`src/rtl/mips_multicycle_ctrl_pkg.sv`:
```
// Shared encodings for the multi-cycle MIPS control path: opcodes, functs,
// FSM states, datapath mux selects and the decoded instruction class.
package mips_multicycle_ctrl_pkg;

  localparam logic [5:0] OP_RTYPE = 6'b000000;
  localparam logic [5:0] OP_ORI   = 6'b001101;
  localparam logic [5:0] OP_LW    = 6'b100011;
  localparam logic [5:0] OP_SW    = 6'b101011;
  localparam logic [5:0] OP_BEQ   = 6'b000100;
  localparam logic [5:0] OP_LUI   = 6'b001111;
  localparam logic [5:0] OP_J     = 6'b000010;
  localparam logic [5:0] OP_JAL   = 6'b000011;

  localparam logic [5:0] FN_ADDU  = 6'b100001;
  localparam logic [5:0] FN_SUBU  = 6'b100011;
  localparam logic [5:0] FN_JR    = 6'b001000;
  localparam logic [5:0] FN_JALR  = 6'b001001;

  typedef enum logic [2:0] {
    S_IF  = 3'd0,
    S_DCD = 3'd1,
    S_EXE = 3'd2,
    S_MEM = 3'd3,
    S_WB  = 3'd4
  } state_e;

  localparam logic [1:0] NPC_PC4    = 2'd0;
  localparam logic [1:0] NPC_BRANCH = 2'd1;
  localparam logic [1:0] NPC_JUMP   = 2'd2;
  localparam logic [1:0] NPC_REG    = 2'd3;

  localparam logic [1:0] REG_DST_RT = 2'd0;
  localparam logic [1:0] REG_DST_RD = 2'd1;
  localparam logic [1:0] REG_DST_RA = 2'd2;

  localparam logic [1:0] WD_ALU = 2'd0;
  localparam logic [1:0] WD_MEM = 2'd1;
  localparam logic [1:0] WD_PC  = 2'd2;

  localparam logic [1:0] EXT_ZERO = 2'd0;
  localparam logic [1:0] EXT_SIGN = 2'd1;
  localparam logic [1:0] EXT_LUI  = 2'd2;

  localparam logic [2:0] ALU_ADD    = 3'd0;
  localparam logic [2:0] ALU_SUB    = 3'd1;
  localparam logic [2:0] ALU_OR     = 3'd2;
  localparam logic [2:0] ALU_PASS_B = 3'd3;

  typedef struct packed {
    logic rtype_alu;
    logic ori;
    logic lui;
    logic lw;
    logic sw;
    logic beq;
    logic j;
    logic jal;
    logic jr;
    logic jalr;
    logic illegal;
  } instr_class_t;

endpackage

```
`src/rtl/mips_instr_decode.sv`:
```
// Combinational opcode/funct decoder producing a one-hot instruction class;
// anything not recognised lands in the illegal class.
module mips_instr_decode
  import mips_multicycle_ctrl_pkg::*;
(
  input  logic [5:0]   opcode,
  input  logic [5:0]   funct,
  output instr_class_t cls
);

  // NOTE: cls gets a full default before the case so no path leaves it unassigned (no latch).
  always_comb begin
    cls = '0;
    case (opcode)
      OP_RTYPE: begin
        case (funct)
          FN_ADDU, FN_SUBU: cls.rtype_alu = 1'b1;
          FN_JR:            cls.jr        = 1'b1;
          FN_JALR:          cls.jalr      = 1'b1;
          default:          cls.illegal   = 1'b1;
        endcase
      end
      OP_ORI:  cls.ori     = 1'b1;
      OP_LUI:  cls.lui     = 1'b1;
      OP_LW:   cls.lw      = 1'b1;
      OP_SW:   cls.sw      = 1'b1;
      OP_BEQ:  cls.beq     = 1'b1;
      OP_J:    cls.j       = 1'b1;
      OP_JAL:  cls.jal     = 1'b1;
      default: cls.illegal = 1'b1;
    endcase
  end

endmodule

```
`src/rtl/mips_multicycle_ctrl.sv`:
```
// Multi-cycle control FSM: sequences IF/DCD/EXE/MEM/WB per instruction, drives
// datapath enables and selects, and counts retired instructions.
module mips_multicycle_ctrl
  import mips_multicycle_ctrl_pkg::*;
#(
  parameter int CNT_W = 32
) (
  input  logic             clock,
  input  logic             reset,
  input  logic [5:0]       opcode,
  input  logic [5:0]       funct,
  input  logic             zero,
  output logic             pc_wr,
  output logic             ir_wr,
  output logic             reg_wr,
  output logic             mem_wr,
  output logic [1:0]       npc_sel,
  output logic [1:0]       reg_dst,
  output logic [1:0]       wd_sel,
  output logic             alu_src,
  output logic [1:0]       ext_op,
  output logic [2:0]       alu_op,
  output logic             illegal,
  output logic [2:0]       state,
  output logic [CNT_W-1:0] instr_cnt
);

  state_e       state_q;
  instr_class_t cls;
  logic         needs_exe;
  logic         retire;
  logic         pc_wr_c, ir_wr_c, reg_wr_c, mem_wr_c, illegal_c;

  mips_instr_decode u_decode (
    .opcode (opcode),
    .funct  (funct),
    .cls    (cls)
  );

  assign needs_exe = cls.rtype_alu | cls.ori | cls.lui | cls.lw | cls.sw | cls.beq;

  // High in the last state of every instruction, so the counter steps on the edge leaving it.
  always_comb begin
    case (state_q)
      S_DCD:   retire = ~needs_exe;
      S_EXE:   retire = cls.beq;
      S_MEM:   retire = cls.sw;
      S_WB:    retire = 1'b1;
      default: retire = 1'b0;
    endcase
  end

  // NOTE: sequential state uses non-blocking assignments so every flop samples pre-edge values.
  always_ff @(posedge clock or posedge reset) begin
    if (reset) begin
      state_q   <= S_IF;
      instr_cnt <= '0;
    end else begin
      if (retire) instr_cnt <= instr_cnt + CNT_W'(1);
      case (state_q)
        S_IF:    state_q <= S_DCD;
        S_DCD:   state_q <= needs_exe ? S_EXE : S_IF;
        S_EXE:   state_q <= (cls.lw | cls.sw) ? S_MEM : (cls.beq ? S_IF : S_WB);
        S_MEM:   state_q <= cls.lw ? S_WB : S_IF;
        S_WB:    state_q <= S_IF;
        default: state_q <= S_IF;
      endcase
    end
  end

  always_comb begin
    pc_wr_c   = 1'b0;
    ir_wr_c   = 1'b0;
    reg_wr_c  = 1'b0;
    mem_wr_c  = 1'b0;
    illegal_c = 1'b0;
    npc_sel   = NPC_PC4;
    reg_dst   = REG_DST_RT;
    wd_sel    = WD_ALU;
    alu_src   = 1'b0;
    ext_op    = EXT_ZERO;
    alu_op    = ALU_ADD;
    case (state_q)
      S_IF: begin
        ir_wr_c = 1'b1;
        pc_wr_c = 1'b1;
      end
      S_DCD: begin
        illegal_c = cls.illegal;
        if (cls.j | cls.jal) begin
          pc_wr_c = 1'b1;
          npc_sel = NPC_JUMP;
        end
        if (cls.jr | cls.jalr) begin
          pc_wr_c = 1'b1;
          npc_sel = NPC_REG;
        end
        // Link value is the PC register, which already holds PC+4 after IF.
        if (cls.jal | cls.jalr) begin
          reg_wr_c = 1'b1;
          wd_sel   = WD_PC;
          reg_dst  = cls.jal ? REG_DST_RA : REG_DST_RD;
        end
      end
      S_EXE: begin
        if (cls.rtype_alu) alu_op = (funct == FN_SUBU) ? ALU_SUB : ALU_ADD;
        if (cls.ori) begin
          alu_src = 1'b1;
          ext_op  = EXT_ZERO;
          alu_op  = ALU_OR;
        end
        if (cls.lui) begin
          alu_src = 1'b1;
          ext_op  = EXT_LUI;
          alu_op  = ALU_PASS_B;
        end
        if (cls.lw | cls.sw) begin
          alu_src = 1'b1;
          ext_op  = EXT_SIGN;
          alu_op  = ALU_ADD;
        end
        if (cls.beq) begin
          alu_op  = ALU_SUB;
          pc_wr_c = zero;
          npc_sel = NPC_BRANCH;
        end
      end
      S_MEM: mem_wr_c = cls.sw;
      S_WB: begin
        reg_wr_c = 1'b1;
        if (cls.rtype_alu) reg_dst = REG_DST_RD;
        wd_sel = cls.lw ? WD_MEM : WD_ALU;
      end
      default: ;
    endcase
  end

  // Reset holds the FSM in IF, whose enables must not reach the datapath.
  assign pc_wr   = pc_wr_c   & ~reset;
  assign ir_wr   = ir_wr_c   & ~reset;
  assign reg_wr  = reg_wr_c  & ~reset;
  assign mem_wr  = mem_wr_c  & ~reset;
  assign illegal = illegal_c & ~reset;
  assign state   = state_q;

endmodule

```
`config.mk`:
```
export PLATFORM = sky130hd
export DESIGN_NAME = mips_multicycle_ctrl
export DESIGN_NICKNAME = d
export VERILOG_FILES = /design/src/rtl/mips_multicycle_ctrl_pkg.sv /design/src/rtl/mips_instr_decode.sv /design/src/rtl/mips_multicycle_ctrl.sv
export SDC_FILE = /design/constraint.sdc
export NUM_CORES = 1
export LEC_CHECK = 0
export CAP_MARGIN = 20
export CORE_UTILIZATION = 50
export CTS_CLUSTER_SIZE = 12
export DETAILED_ROUTE_END_ITERATION = 10
export PLACE_DENSITY = 0.89
export REMOVE_ABC_BUFFERS = 1
export SLEW_MARGIN = 20
export SYNTH_ARGS = -nofsm -noshare
export SYNTH_HDL_FRONTEND = slang
export SYNTH_SLANG_ARGS = --single-unit
```
`constraint.sdc`:
```
create_clock -name clock -period 3.5 [get_ports clock]
set_clock_uncertainty 0.15 [all_clocks]
set_input_delay 0.35 -clock clock [delete_from_list [all_inputs] [get_ports clock]]
set_output_delay 0.35 -clock clock [all_outputs]
set_load 0.02 [all_outputs]
```
## Yosys cells after proc, flatten, opt, wreduce, memory -nomap -nowiden

Cells that the tools add are included.

- Bits of input ports: 15
- Logic and storage cells: 93
- Register bits after elaboration: 35
- Output and inout port bits: 52

- Reductions and logical operators: 5
- Add/subtract/negate cells: 1
- Muxes and demuxes: 54
- Bitwise operators: 16
- Eq/ne operators: 15

Operator list:

| kind | count |
|---|---|
| adder 32 x 1 -> 32 bit, second input constant | 1 |
| 2-to-1 mux 1 bit | 28 |
| == test 6 x 4 -> 1 bit, second input constant | 4 |
| == test 6 bit, second input constant | 4 |
| 2-to-1 mux 3 bit | 8 |
| 2-to-1 mux 2 bit | 10 |
| == test 6 x 2 -> 1 bit, second input constant | 2 |
| case mux 2 bit (2 select lines) | 3 |
| case mux 3 bit (4 select lines) | 1 |
| OR 1 bit | 9 |
| OR reduction 7 bit | 1 |
| == test 3 x 2 -> 1 bit, second input constant | 2 |
| == test 6 x 3 -> 1 bit, second input constant | 1 |
| logical NOT 6 bit | 1 |
| AND 1 bit | 5 |
| case mux 1 bit (2 select lines) | 2 |
| case mux 1 bit (4 select lines) | 1 |
| OR reduction 4 bit | 1 |
| == test 3 x 1 -> 1 bit, second input constant | 1 |
| == test 3 bit, second input constant | 1 |
| logical NOT 3 bit | 1 |
| case mux 1 bit (3 select lines) | 1 |
| NOT 1 bit | 2 |
| OR reduction 2 bit | 1 |

## Longest topological paths before layout

- Depth in word-level cells: 11
- Gate-level depth with buffers: 8
- Depth with buffers taken out: 6

## By module

A second synthesis with hierarchy kept.

- Cells, all modules: 213
- Area total of the unflattened synthesis: 2049.5 um2

Modules (own cells, without submodules):

| module | area each (um2) | sequential area each (um2) | cells an instance | times used |
|---|---|---|---|---|
| mips_multicycle_ctrl | 1848.0 | 875.8 | 180 | 1 |
| mips_instr_decode | 201.4 | 0.0 | 33 | 1 |

## Least setup slack after synthesis

No wires, ideal clock.

- Path type: register to output
- From: reg state_q[0] (netlist: state[0])
- To: out reg_wr
- Stages on the path, launching flop included: 6
- Buffers on the path: 1
- Data arrival time: 1759 ps
- Path slack: 1241 ps
- Data required time: 3000 ps
- Cell sequence: dfrtp_1 -> buf_2 -> nor3b_4 -> and4_1 -> a31oi_1 -> a21oi_1

- Word-level cells in the longest chain between the ends: 3
- Elaborated cells between the ends (all ways): 4
- Those cells by class: eq/ne (2); mux (1); bitwise (1)

Ends and longest elaborated chain:

| element | line | RTL |
|---|---|---|
| start, declared | mips_multicycle_ctrl.sv:28 | `state_e state_q;` |
| start signal, assigned | mips_multicycle_ctrl.sv:62 | `S_DCD: state_q <= needs_exe ? S_EXE : S_IF;` |
| start signal, assigned | mips_multicycle_ctrl.sv:63 | `S_EXE: state_q <= (cls.lw \| cls.sw) ? S_MEM : (cls.beq ? S_IF : S_WB);` |
| start signal, assigned | mips_multicycle_ctrl.sv:64 | `S_MEM: state_q <= cls.lw ? S_WB : S_IF;` |
| == test 3 bit or == test 3 x 1 -> 1 bit (tied branches) | mips_multicycle_ctrl.sv:83 | `case (state_q)` |
| case mux 1 bit (2 select lines) * | mips_multicycle_ctrl.sv:83 |  |
| AND 1 bit * | mips_multicycle_ctrl.sv:141 | `assign reg_wr = reg_wr_c & ~reset;` |
| end, declared | mips_multicycle_ctrl.sv:15 | `output logic reg_wr,` |

Mark *: on every way between the ends. The rest lies on a longest branch, timed or not.

## Worst setup path in the final report

- From: in opcode[3]
- To: out pc_wr

- Word-level cells in the longest chain between the ends: 7
- Elaborated cells between the ends (all ways): 15
- Those cells by class: eq/ne (3); mux (8); bitwise (3); reduce/logical (1)

Ends and longest elaborated chain:

| element | line | RTL |
|---|---|---|
| start, declared | mips_multicycle_ctrl.sv:10 | `input logic [5:0] opcode,` |
| == test 6 x 2 -> 1 bit | mips_instr_decode.sv:14 | `case (opcode)` |
| 2-to-1 mux 1 bit | mips_instr_decode.sv:14 |  |
| OR 1 bit | mips_multicycle_ctrl.sv:90 | `if (cls.j \| cls.jal) begin` |
| 2-to-1 mux 1 bit | mips_multicycle_ctrl.sv:90 |  |
| 2-to-1 mux 1 bit | mips_multicycle_ctrl.sv:94 | `if (cls.jr \| cls.jalr) begin` |
| case mux 1 bit (3 select lines) * | mips_multicycle_ctrl.sv:83 |  |
| AND 1 bit * | mips_multicycle_ctrl.sv:139 | `assign pc_wr = pc_wr_c & ~reset;` |
| end, declared | mips_multicycle_ctrl.sv:13 | `output logic pc_wr,` |

Marked as above.

==> flow_results.xml <==
<?xml version="1.0" encoding="UTF-8"?>
<metrics>
  <group name="clocking">
    <metric name="cts_max_path_buffers" unit="">2</metric>
    <metric name="clock_latency" unit="ns">0.29</metric>
    <metric name="tritoncts" unit="">built</metric>
    <metric name="postCtsSetupBuffers" unit="">0</metric>
    <metric name="post_cts_resized" unit="">0</metric>
    <metric name="ctsRootBufferMaster" unit="">clkbuf_8</metric>
    <metric name="clock_sinks" unit="">35</metric>
    <metric name="tritoncts.num_buffers" unit="">5</metric>
    <metric name="cts_hold_buffers" unit="">0</metric>
    <metric name="cts.clk_slew.worst_paths" unit="ns">0.07</metric>
    <metric name="ctsHtreeMaxLevel" unit="">2</metric>
  </group>
  <group name="power_and_ir_drop">
    <metric name="p_leak" unit="nW">1.120</metric>
    <metric name="irDropWorstVdd" unit="uV">605.7</metric>
    <metric name="cellPowerDensity" unit="nW/um2">480.9</metric>
    <metric name="power.net_switching" unit="mW">0.4842</metric>
    <metric name="pwr-share-seq" unit="%">39.4</metric>
    <metric name="comb_power_share" unit="%">33.8</metric>
    <metric name="share_clk_of_total_power" unit="%">26.8</metric>
    <metric name="sw_frac_of_total" unit="%">35.75</metric>
    <metric name="power_report.internal_total" unit="mW">0.8703</metric>
  </group>
  <group name="logic_synthesis">
    <metric name="synth.cells.most_frequent" unit="">dfrtp_1, xnor2_1, nand3_1, nand4_1, nand2_1</metric>
    <metric name="synth_area_leaders" unit="">dfrtp_1, xnor2_1, nand4_1</metric>
    <metric name="syn_inst" unit="">214</metric>
    <metric name="synth_area" unit="um2">2051</metric>
    <metric name="synth-edff-count" unit="">0</metric>
    <metric name="synth_top_cell_area_share" unit="%">42.71</metric>
    <metric name="synth.lib_cells_used.distinct" unit="">39</metric>
    <metric name="synth_seq_cells" unit="">35</metric>
    <metric name="synth-async-reset-ratio" unit="%">100.0</metric>
    <metric name="syn_avg_cell_area" unit="um2">9.583</metric>
    <metric name="synth_largest_area_cell" unit="">dfrtp_1</metric>
    <metric name="synth.most_common_cell" unit="">dfrtp_1</metric>
    <metric name="yosysSeqAreaShare" unit="%">42.71</metric>
    <metric name="ys.warnings.count" unit="">0</metric>
    <metric name="synth_top_flop_cell" unit="">dfrtp_1</metric>
  </group>
  <group name="sta">
    <metric name="fmaxAchievable" unit="MHz">314.1</metric>
    <metric name="report.final.slew_viol_count" unit="">0</metric>
    <metric name="worstMarginPinSlew" unit="ns">0.8527</metric>
    <metric name="setup_total_negative_slack" unit="ns">0</metric>
    <metric name="timing.max_slew.rel_slack" unit="%">43.13</metric>
    <metric name="post-route-worst-setup-slack" unit="ns">0.3164</metric>
    <metric name="rsz0062_at_grt" unit="">no</metric>
    <metric name="min_period_over_period" unit="%">90.96</metric>
    <metric name="report.final.hold_viol_count" unit="">0</metric>
    <metric name="count_of_final_setup_violators" unit="">0</metric>
    <metric name="finalWorstPathRequiredPeriod" unit="ns">3.184</metric>
  </group>
  <group name="global_route">
    <metric name="global_route_wire_length_before_repair" unit="mm">8.480</metric>
    <metric name="grt_start_max_net_pins" unit="">33</metric>
    <metric name="grt_pass1_vias" unit="">1766</metric>
    <metric name="globalRouteOverflowTotal" unit="">0</metric>
    <metric name="antenna_found_initial" unit="">0</metric>
    <metric name="globalRouteTotalUtil" unit="%">25.70</metric>
  </group>
  <group name="outcome">
    <metric name="status" unit="">completed</metric>
  </group>
  <group name="finish">
    <metric name="layout.core_utilization" unit="%">74.14</metric>
    <metric name="seqCellArea" unit="um2">875.8</metric>
    <metric name="multi_input_area" unit="um2">1087</metric>
    <metric name="fillers" unit="">284</metric>
    <metric name="final_design_area_no_fill" unit="um2">2816</metric>
    <metric name="antenna_cells_inserted" unit="">0</metric>
    <metric name="layout-drive-gt1-share" unit="%">6.810</metric>
    <metric name="synthToLayoutAreaGrowth" unit="%">37.34</metric>
    <metric name="nNetsFinal" unit="">294</metric>
  </group>
  <group name="worst_setup_path">
    <metric name="worst_ep_arrival_time" unit="ns">2.68</metric>
    <metric name="ff2ff_path_depth" unit="">4</metric>
    <metric name="worst_setup_path_end_kind" unit="">primary output</metric>
    <metric name="worstPathRequired" unit="ns">3.00</metric>
    <metric name="r2r-start" unit="">state[2]</metric>
    <metric name="timing.critical_path.fanout_max" unit="">6</metric>
    <metric name="criticalPathCategory" unit="">in2out</metric>
    <metric name="critPathCapture" unit="">pc_wr</metric>
    <metric name="start_kind" unit="">input pin</metric>
    <metric name="critical_path.startpoint" unit="">opcode[3]</metric>
    <metric name="reg2reg_setup_slack" unit="ns">1.20</metric>
    <metric name="worst_r2r_endpoint" unit="">instr_cnt[30]</metric>
  </group>
  <group name="floorplan">
    <metric name="die_area" unit="um2">4361</metric>
    <metric name="core-area" unit="um2">3799</metric>
    <metric name="die_h" unit="um">66.04</metric>
    <metric name="io_pins" unit="">67</metric>
    <metric name="initial_utilization" unit="%">53.99</metric>
    <metric name="die_w" unit="um">66.04</metric>
    <metric name="placementRows" unit="">22</metric>
  </group>
  <group name="place">
    <metric name="routabilityCongestion" unit="">0.8855</metric>
    <metric name="place_hpwl" unit="mm">3.706</metric>
    <metric name="pre_cts_slack" unit="ns">0.3331</metric>
    <metric name="numPortBuffers" unit="">65</metric>
    <metric name="post_dp_cell_area" unit="um2">2704</metric>
  </group>
  <group name="routing">
    <metric name="num_vias" unit="">1867</metric>
    <metric name="avg_vias_per_cell" unit="">5.709</metric>
    <metric name="route.antenna.remaining_nets" unit="">0</metric>
    <metric name="drt_pre_antenna_iters" unit="">4</metric>
    <metric name="avgRoutedWirePerCell" unit="um">15.37</metric>
    <metric name="initialDrtViolationCount" unit="">103</metric>
    <metric name="finalWirelength" unit="mm">5.025</metric>
    <metric name="route.detailed.drc" unit="">0</metric>
  </group>
  <group name="job">
    <metric name="timing.max_cap.violations" unit="">0</metric>
  </group>
  <group name="hold_path">
    <metric name="holdCritPathClass" unit="">in2async</metric>
  </group>
</metrics>
sequential cells by signal, summed over array words and instances (netlist names):
signal / flops
state: 3
instr_cnt: 32
per-layer routing:
layer,track usage (%),vias to the layer above,share of wire (%)
met1,35.73,895,45
met2,40.43,76,46
met4,7.447,0,1.4
met5,0,-,0
met3,5.172,7,7.5
li1,-,889,-
power by group through the flow:
stage	clock, mW	sequential, mW	combinational [mW]
after global routing	0.386	0.546	0.495
after CTS	0.365	0.532	0.462
after global placement	0	0.535	0.445
after floorplan	0	0.574	0.219
final	0.363	0.534	0.458
after detailed placement	0	0.539	0.460
worst max-delay path: stages:
cell             delay [ns]
clkdlybuf4s50_1        0.54
nor3_4                 0.30
nand4b_1               0.17
nor4_2                 0.31
a21o_1                 0.17
a21oi_1                0.07
nor3_1                 0.15
clkdlybuf4s50_1        0.63
worst min-delay path by stage:
stage / to / slack [ns] / depth (start not counted)
floorplan: instr_cnt[0] / 0.35 / 1
global placement: instr_cnt[31] / 0.31 / 1
detailed placement: instr_cnt[31] / 0.32 / 1
CTS: state[0] / 0.32 / 2
global route: instr_cnt[0] / 0.37 / 2
finish: instr_cnt[4] / 0.33 / 2
metrics by stage:
stage                     power [mW]  instances  hold WS, ns
after floorplan               0.7927        205       0.3543
after global placement        0.9806        319       0.3106
after detailed placement      0.9985        319       0.3196
after CTS                      1.359        327       0.3245
after global routing           1.427        327       0.3696
final                          1.355        327       0.3298
layout by cell type (no fill, tap or decap), drive strengths merged, types with 5 or more instances in the layout:
cell,synthesis,routed
inv,6,6
nand3,19,19
nand4,19,19
a21oi,5,5
dfrtp,35,35
xnor2,30,30
nor2,14,14
nand2,17,17
clkdlybuf4s50,0,65
and2,6,6
clkbuf,1,5
and3,12,12
nor3,12,12
cell families after synthesis:
family                     after synthesis  synth area share [%]
and+or+nand+nor                        115                 32.40
DFF                                     35                 42.71
xor gates and xnor gates                31                 13.24
AOI/OAI and AO/OA                       15                 6.040
buffers and inverters                   15                 4.271
adders and majority gates                1                0.6100
other                                    1                0.1829
muxes                                    1                0.5491
cell type report:
cell class / count / area share (%)
Sequential cell: 35 / 31.10
Tap cell: 48 / 2.132
Inverter: 6 / 0.7996
Clock buffer: 5 / 2.443
Multi-Input combinational cell: 164 / 38.60
Timing Repair Buffer: 66 / 23.37
Clock inverter: 3 / 1.555
(Power assumes the default switching activity.)
